==> src/rtl/cfa_pkg.sv <==
// Shared definitions for the CFA demosaic datapath: interpolation mode
// encodings, the edge-direction code and the unsigned output clamp.
package cfa_pkg;

  typedef enum logic [1:0] {
    CFA_MODE_AVG   = 2'd0,
    CFA_MODE_CDIFF = 2'd1,
    CFA_MODE_EDGE  = 2'd2,
    CFA_MODE_RSVD  = 2'd3
  } cfa_mode_e;

  typedef enum logic [1:0] {
    CFA_DIR_A   = 2'd0,
    CFA_DIR_B   = 2'd1,
    CFA_DIR_TIE = 2'd2
  } cfa_dir_e;

  // Saturate a signed value into the unsigned range [0, 2^w-1] (w < 32).
  function automatic logic [31:0] clamp_u(input logic signed [31:0] x, input int unsigned w);
    logic [31:0] lim;
    lim = (32'd1 << w) - 32'd1;
    if (x < 0) return '0;
    if ($unsigned(x) > lim) return lim;
    return $unsigned(x);
  endfunction

endpackage

==> src/rtl/rb_diag_lane.sv <==
// One lane of the R-at-B / B-at-R diagonal interpolator: a 3-stage datapath
// (sums/gradients, mode select, round+clamp) that advances only when en=1.
module rb_diag_lane
  import cfa_pkg::*;
#(
  parameter int DataBitWidth = 12
) (
  input  logic                      clk,
  input  logic                      rst,
  input  logic                      en,
  input  logic [1:0]                mode,
  input  logic [DataBitWidth-1:0]   g_c,
  input  logic [4*DataBitWidth-1:0] g_diag,
  input  logic [4*DataBitWidth-1:0] rb_diag,
  output logic [DataBitWidth-1:0]   rb
);

  localparam int W  = DataBitWidth;
  localparam int AW = DataBitWidth + 4;

  function automatic logic signed [AW-1:0] ext(input logic [W-1:0] x);
    return $signed({4'b0000, x});
  endfunction

  function automatic logic signed [AW-1:0] absd(input logic signed [AW-1:0] a,
                                                 input logic signed [AW-1:0] b);
    logic signed [AW-1:0] d;
    d = a - b;
    return (d < 0) ? -d : d;
  endfunction

  // Rounding offset is pre-added in S1; this is the final floor shift.
  function automatic logic signed [AW-1:0] rnd_shr(input logic signed [AW-1:0] num,
                                                    input logic                  half);
    return half ? (num >>> 1) : (num >>> 2);
  endfunction

  logic signed [AW-1:0] g [4];
  logic signed [AW-1:0] r [4];
  logic signed [AW-1:0] sum_g, sum_rb, grad_a, grad_b;

  // Unpack diagonals: index 0=mm, 1=mp, 2=pm, 3=pp; A pair is {0,3}, B pair {1,2}
  always_comb begin
    for (int i = 0; i < 4; i++) begin
      g[i] = ext(g_diag[i*W +: W]);
      r[i] = ext(rb_diag[i*W +: W]);
    end
  end

  assign sum_g  = g[0] + g[1] + g[2] + g[3];
  assign sum_rb = r[0] + r[1] + r[2] + r[3];
  assign grad_a = absd(r[0], r[3]);
  assign grad_b = absd(r[1], r[2]);

  // ---- S1: sums, colour differences and gradient direction ----
  logic signed [AW-1:0] avg_num_p0, cd_num_p0, a_num_p0, b_num_p0, gc_p0;
  cfa_mode_e            mode_p0;
  cfa_dir_e             dir_p0;

  // Register per-mode numerators (rounding offsets included) and direction
  always_ff @(posedge clk) begin
    if (en) begin
      avg_num_p0 <= sum_rb + AW'(2);
      cd_num_p0  <= sum_rb - sum_g + AW'(2);
      a_num_p0   <= r[0] + r[3] - g[0] - g[3] + AW'(1);
      b_num_p0   <= r[1] + r[2] - g[1] - g[2] + AW'(1);
      gc_p0      <= ext(g_c);
      mode_p0    <= cfa_mode_e'(mode);
      dir_p0     <= (grad_a < grad_b) ? CFA_DIR_A :
                    (grad_b < grad_a) ? CFA_DIR_B : CFA_DIR_TIE;
    end
  end

  // ---- S2: select numerator, shift and whether G_c is added ----
  logic signed [AW-1:0] num_s2;
  logic                 half_s2, add_gc_s2;

  // Mode/direction select; reserved mode falls back to colour difference
  always_comb begin
    num_s2    = cd_num_p0;
    half_s2   = 1'b0;
    add_gc_s2 = 1'b1;
    case (mode_p0)
      CFA_MODE_AVG: begin
        num_s2    = avg_num_p0;
        add_gc_s2 = 1'b0;
      end
      CFA_MODE_EDGE: begin
        case (dir_p0)
          CFA_DIR_A: begin
            num_s2  = a_num_p0;
            half_s2 = 1'b1;
          end
          CFA_DIR_B: begin
            num_s2  = b_num_p0;
            half_s2 = 1'b1;
          end
          default: ;
        endcase
      end
      default: ;
    endcase
  end

  logic signed [AW-1:0] num_p1, gc_p1;
  logic                 half_p1, add_gc_p1;

  // Register the selected operands
  always_ff @(posedge clk) begin
    if (en) begin
      num_p1    <= num_s2;
      half_p1   <= half_s2;
      add_gc_p1 <= add_gc_s2;
      gc_p1     <= gc_p0;
    end
  end

  // ---- S3: round, add centre green, clamp into the output register ----
  logic signed [AW-1:0] res_s3;
  logic [W-1:0]         rb_p2;

  assign res_s3 = (add_gc_p1 ? gc_p1 : '0) + rnd_shr(num_p1, half_p1);

  // Output register is cleared by reset so RB reads 0 after reset
  always_ff @(posedge clk) begin
    if (rst) begin
      rb_p2 <= '0;
    end else if (en) begin
      rb_p2 <= W'(clamp_u(32'(res_s3), W));
    end
  end

  assign rb = rb_p2;

endmodule

==> src/rtl/rb_diag_interp_pipe.sv <==
// Multi-lane diagonal R/B interpolator: owns the valid chain, the global
// advance enable (also in_ready) and the lane packing.
module rb_diag_interp_pipe
  import cfa_pkg::*;
#(
  parameter int DataBitWidth = 12,
  parameter int N_LANES      = 2
) (
  input  logic                              clk,
  input  logic                              rst,
  input  logic                              in_valid,
  output logic                              in_ready,
  input  logic [1:0]                        in_mode,
  input  logic [N_LANES*DataBitWidth-1:0]   G_c,
  input  logic [N_LANES*4*DataBitWidth-1:0] G_diag,
  input  logic [N_LANES*4*DataBitWidth-1:0] RB_diag,
  output logic                              out_valid,
  input  logic                              out_ready,
  output logic [N_LANES*DataBitWidth-1:0]   RB
);

  localparam int W = DataBitWidth;

  logic en;
  logic vld_p0, vld_p1, vld_p2;

  // Whole pipe advances together; it only stalls when the output is held
  assign en        = !vld_p2 || out_ready;
  assign in_ready  = en;
  assign out_valid = vld_p2;

  // Valid chain; reset discards every in-flight beat
  always_ff @(posedge clk) begin
    if (rst) begin
      vld_p0 <= 1'b0;
      vld_p1 <= 1'b0;
      vld_p2 <= 1'b0;
    end else if (en) begin
      vld_p0 <= in_valid;
      vld_p1 <= vld_p0;
      vld_p2 <= vld_p1;
    end
  end

  for (genvar k = 0; k < N_LANES; k++) begin : g_lane
    rb_diag_lane #(
      .DataBitWidth(DataBitWidth)
    ) u_lane (
      .clk     (clk),
      .rst     (rst),
      .en      (en),
      .mode    (in_mode),
      .g_c     (G_c[k*W +: W]),
      .g_diag  (G_diag[k*4*W +: 4*W]),
      .rb_diag (RB_diag[k*4*W +: 4*W]),
      .rb      (RB[k*W +: W])
    );
  end

endmodule

==> config.mk <==
export PLATFORM = sky130hd
export DESIGN_NAME = rb_diag_interp_pipe
export DESIGN_NICKNAME = d
export VERILOG_FILES = /design/src/rtl/cfa_pkg.sv /design/src/rtl/rb_diag_lane.sv /design/src/rtl/rb_diag_interp_pipe.sv
export SDC_FILE = /design/constraint.sdc
export NUM_CORES = 1
export LEC_CHECK = 0
export ABC_AREA = 1
export CAP_MARGIN = 30
export CORE_MARGIN = 1.5
export CORE_UTILIZATION = 53
export CTS_CLUSTER_DIAMETER = 60
export DETAILED_ROUTE_END_ITERATION = 7
export HOLD_SLACK_MARGIN = 0.06
export PLACE_DENSITY = 0.74
export SYNTH_ARGS = -nofsm -noshare
export SYNTH_HDL_FRONTEND = slang
export SYNTH_SLANG_ARGS = --single-unit
==> constraint.sdc <==
create_clock -name clk -period 18.7 [get_ports clk]
set_clock_uncertainty 0.05 [all_clocks]
set_input_delay 3.74 -clock clk [delete_from_list [all_inputs] [get_ports clk]]
set_output_delay 3.74 -clock clk [all_outputs]
set_load 0.02 [all_outputs]
==> flow_results.xml <==
<?xml version="1.0" encoding="UTF-8"?>
<metrics>
  <group name="global_routing">
    <metric name="grt_usage" unit="%">27.43</metric>
    <metric name="initial_antenna_violation_count" unit="">2</metric>
    <metric name="grt_pass1_wl" unit="um">122300</metric>
    <metric name="number_of_global_route_vias_before_repair" unit="">23940</metric>
    <metric name="grt_start_max_net_pins" unit="">120</metric>
    <metric name="global_route.overflow_total" unit="">0</metric>
  </group>
  <group name="die">
    <metric name="rows" unit="">85</metric>
    <metric name="core_area" unit="um^2">53600</metric>
    <metric name="floorplan.io_pins" unit="">248</metric>
    <metric name="floorplan.initialDensity" unit="%">53.50</metric>
    <metric name="die_area" unit="um^2">55510</metric>
    <metric name="fp.dieH" unit="um">235.6</metric>
    <metric name="die_width" unit="um">235.6</metric>
  </group>
  <group name="synth">
    <metric name="post_synth_edffs" unit="">205</metric>
    <metric name="ys_dominant_reg_cell" unit="">sky130_fd_sc_hd__edfxtp_1</metric>
    <metric name="yosysSeqAreaShare" unit="%">23.35</metric>
    <metric name="yosysTopAreaCellShare" unit="%">21.47</metric>
    <metric name="synth_async_sr_flop_share" unit="%">0</metric>
    <metric name="count_of_distinct_cell_types_in_the_synthesized_netlist" unit="">56</metric>
    <metric name="synth.ff_latch_count" unit="">232</metric>
    <metric name="yosys_warnings" unit="">0</metric>
    <metric name="number_of_instances_in_the_synthesized_netlist" unit="">3783</metric>
    <metric name="synth_area_leaders" unit="">sky130_fd_sc_hd__edfxtp_1 (21%), sky130_fd_sc_hd__ha_1 (17%), sky130_fd_sc_hd__nand2_1 (11%)</metric>
    <metric name="post_synth_instance_area" unit="um^2">28680</metric>
    <metric name="syn_avg_cell_area" unit="um^2">7.581</metric>
    <metric name="synthDominantAreaCellType" unit="">sky130_fd_sc_hd__edfxtp_1</metric>
  </group>
  <group name="place">
    <metric name="globalplace.congestion" unit="">0.9819</metric>
    <metric name="pre_cts_ws" unit="ns">9.036</metric>
    <metric name="dpl.hpwl" unit="um">65680</metric>
    <metric name="port-buffer-count" unit="">247</metric>
  </group>
  <group name="timing">
    <metric name="post-route-min-period" unit="ns">9.477</metric>
    <metric name="timing.slew.headroom" unit="%">33.61</metric>
    <metric name="maxSlewViolCount" unit="">0</metric>
    <metric name="setup_total_negative_slack" unit="ns">0</metric>
    <metric name="grt_setup_unrepaired" unit="">no</metric>
    <metric name="clock.fmax" unit="MHz">105.5</metric>
    <metric name="setup_viol_count_final" unit="">0</metric>
    <metric name="min_period_over_period" unit="%">50.68</metric>
    <metric name="worst_pin_slew" unit="ns">0.9947</metric>
    <metric name="timing.final.ws_setup" unit="ns">9.223</metric>
    <metric name="hold_violation_total_from_the_final_report" unit="">0</metric>
  </group>
  <group name="cts">
    <metric name="ctsRootBufferMaster" unit="">sky130_fd_sc_hd__clkbuf_16</metric>
    <metric name="clock_latency_late_sink" unit="ns">0.53</metric>
    <metric name="cts-htree-levels" unit="">1</metric>
    <metric name="worst_setup_hold_path_clk_slew" unit="ns">0.06</metric>
    <metric name="cts_resized" unit="">0</metric>
    <metric name="tritoncts.num_buffers" unit="">23</metric>
    <metric name="cts_hold_repair.buffers" unit="">0</metric>
    <metric name="max-clock-path-buffers" unit="">3</metric>
    <metric name="cts_tree" unit="">built</metric>
    <metric name="clkSinkCount" unit="">232</metric>
    <metric name="post_cts_buffers" unit="">0</metric>
  </group>
  <group name="run_status">
    <metric name="status" unit="">complete, no violations</metric>
  </group>
  <group name="layout">
    <metric name="diodes" unit="">0</metric>
    <metric name="layout.cells.most_common_list" unit="">sky130_fd_sc_hd__nand2_1 (813), sky130_fd_sc_hd__inv_1 (763), sky130_fd_sc_hd__ha_1 (388)</metric>
    <metric name="layout-area-overhead-vs-synth" unit="%">13.59</metric>
    <metric name="count_of_nets_after_finishing" unit="">4758</metric>
    <metric name="final_common_cell" unit="">sky130_fd_sc_hd__nand2_1</metric>
    <metric name="share_of_cells_above_drive_strength_1" unit="%">2.535</metric>
  </group>
  <group name="worst_setup_path">
    <metric name="setup.worst_path.end_class" unit="">primary output</metric>
    <metric name="reg2reg_depth" unit="">15</metric>
    <metric name="crit_arrival" unit="ns">5.69</metric>
    <metric name="critPathLaunchType" unit="">primary input</metric>
    <metric name="timing_worst_setup_path_type" unit="">in2out</metric>
    <metric name="worst-endpoint-required" unit="ns">14.91</metric>
    <metric name="path_max_fanout" unit="">119</metric>
  </group>
  <group name="worst_hold_path">
    <metric name="holdCritPathClass" unit="">reg2reg</metric>
    <metric name="min_delay_path_depth" unit="">0</metric>
  </group>
  <group name="routing">
    <metric name="antenna_violating_nets_post_route" unit="">0</metric>
    <metric name="first_iter_violations" unit="">1754</metric>
    <metric name="drt_drc_violations_left" unit="">0</metric>
    <metric name="vias_per_cell" unit="">5.312</metric>
    <metric name="vias" unit="">25070</metric>
    <metric name="drt-wirelength-per-cell" unit="um">16.25</metric>
    <metric name="drtPass1Iterations" unit="">6</metric>
    <metric name="wirelength" unit="um">76700</metric>
  </group>
  <group name="pwr">
    <metric name="p_leak" unit="uW">0.01671</metric>
    <metric name="power.density" unit="nW/um^2">133.1</metric>
    <metric name="vdd_ir_drop_max" unit="mV">0.08687</metric>
  </group>
  <group name="job">
    <metric name="maxCapViolations" unit="">0</metric>
  </group>
</metrics>
==> final cells by class <==
| class | instances | area, um^2 |
|---|---|---|
| Clock buffer | 27 | 590.6 |
| Clock inverter | 14 | 120.1 |
| Fill cell | 4963 | 21030 |
| Inverter | 774 | 2913 |
| Multi-Input combinational cell | 2723 | 18810 |
| Sequential cell | 232 | 6696 |
| Tap cell | 696 | 870.8 |
| Timing Repair Buffer | 254 | 2580 |
==> metrics by stage <==
step	total power, uW	instances	util [%]	instance area [um^2]	hold WS (ns)
floorplan	3115	3793	-	28720	0.3503
global placement	3810	4674	59.28	31770	0.3522
detailed placement	3859	4679	59.45	31870	0.3545
CTS	4323	4720	60.78	32580	0.3686
global route	4768	4720	60.78	32580	0.3771
finish	4337	4720	60.78	32580	0.3631
==> cells by family (layout without fill, tap and decap cells) <==
group	after synthesis	after routing	synth area share (%)
flip-flops	232	232	23.35
XOR/XNOR	222	222	6.950
other	2	12	0.02619
AO/OA/AOI/OAI	514	514	10.17
buffers and inverters	838	1069	11.22
adder cells (fa/ha/maj)	528	528	26.70
AND/OR/NAND/NOR	1447	1447	21.58
==> Yosys cell counts (3+ instances only) <==
| library cell | n |
|---|---|
| sky130_fd_sc_hd__xnor2_1 | 60 |
| sky130_fd_sc_hd__o211ai_1 | 35 |
| sky130_fd_sc_hd__o31ai_1 | 6 |
| sky130_fd_sc_hd__a31oi_1 | 26 |
| sky130_fd_sc_hd__nand3_2 | 3 |
| sky130_fd_sc_hd__nor3_1 | 34 |
| sky130_fd_sc_hd__and2_1 | 6 |
| sky130_fd_sc_hd__clkbuf_1 | 31 |
| sky130_fd_sc_hd__xor2_1 | 157 |
| sky130_fd_sc_hd__nand4_1 | 89 |
| sky130_fd_sc_hd__nor3_2 | 5 |
| sky130_fd_sc_hd__or2_2 | 3 |
| sky130_fd_sc_hd__buf_2 | 22 |
| sky130_fd_sc_hd__o21ai_1 | 12 |
| sky130_fd_sc_hd__nand3_1 | 225 |
| sky130_fd_sc_hd__buf_4 | 8 |
| sky130_fd_sc_hd__inv_2 | 10 |
| sky130_fd_sc_hd__nor2_1 | 231 |
| sky130_fd_sc_hd__inv_1 | 764 |
| sky130_fd_sc_hd__nand2_2 | 14 |
| sky130_fd_sc_hd__a21oi_1 | 212 |
| sky130_fd_sc_hd__a21oi_2 | 6 |
| sky130_fd_sc_hd__nor4_1 | 6 |
| sky130_fd_sc_hd__ha_1 | 388 |
| sky130_fd_sc_hd__nand3b_1 | 5 |
| sky130_fd_sc_hd__a21boi_0 | 5 |
| sky130_fd_sc_hd__nor2_2 | 3 |
| sky130_fd_sc_hd__dfxtp_1 | 27 |
| sky130_fd_sc_hd__a211oi_1 | 9 |
| sky130_fd_sc_hd__a221oi_1 | 8 |
| sky130_fd_sc_hd__xor2_2 | 4 |
| sky130_fd_sc_hd__o21bai_1 | 18 |
| sky130_fd_sc_hd__o21ai_0 | 151 |
| sky130_fd_sc_hd__a21o_1 | 14 |
| sky130_fd_sc_hd__fa_1 | 140 |
| sky130_fd_sc_hd__nand2_1 | 813 |
| sky130_fd_sc_hd__edfxtp_1 | 205 |
==> flip-flops by register name, indices dropped and copies added, names as in the netlist <==
register	cells
g_lane.u_lane.a_num_p0	30
g_lane.u_lane.add_gc_p1	1
g_lane.u_lane.avg_num_p0	28
g_lane.u_lane.b_num_p0	30
g_lane.u_lane.cd_num_p0	30
g_lane.u_lane.dir_p0	4
g_lane.u_lane.gc_p0	24
g_lane.u_lane.gc_p1	24
g_lane.u_lane.half_p1	2
g_lane.u_lane.mode_p0	2
g_lane.u_lane.num_p1	30
g_lane.u_lane.rb	24
out_valid	1
vld_p0	1
vld_p1	1
==> report_power, final <==
group	switching, uW	internal, uW
Combinational	1790	1130
Sequential	68.8	907
Clock	198	244
==> metal layers <==
metal	part of all wire [%]	global-route usage, %	vias to the layer above
met5	0.016	0	-
met4	1.8	5.611	2
met3	5.1	1.876	87
met2	47	47.26	689
met1	46	37.98	11620
li1	-	-	12680
==> final timing paths <==
path,startpoint,to,slack (ns)
min reg2reg,g_lane[1].u_lane.gc_p0[1],g_lane[1].u_lane.gc_p1[1],0.36
max reg2reg,g_lane[0].u_lane.half_p1,g_lane[0].u_lane.rb[10],15.57
max,out_ready,in_ready,9.22
min,g_lane[1].u_lane.gc_p0[1],g_lane[1].u_lane.gc_p1[1],0.36
==> critical path, stage by stage <==
cell	delay [ns]
sky130_fd_sc_hd__clkdlybuf4s50_1	0.42
sky130_fd_sc_hd__nor2_2	0.50
sky130_fd_sc_hd__inv_8	0.37
sky130_fd_sc_hd__clkdlybuf4s50_1	0.66
No activity file was read; power rests on OpenSTA's default activity.
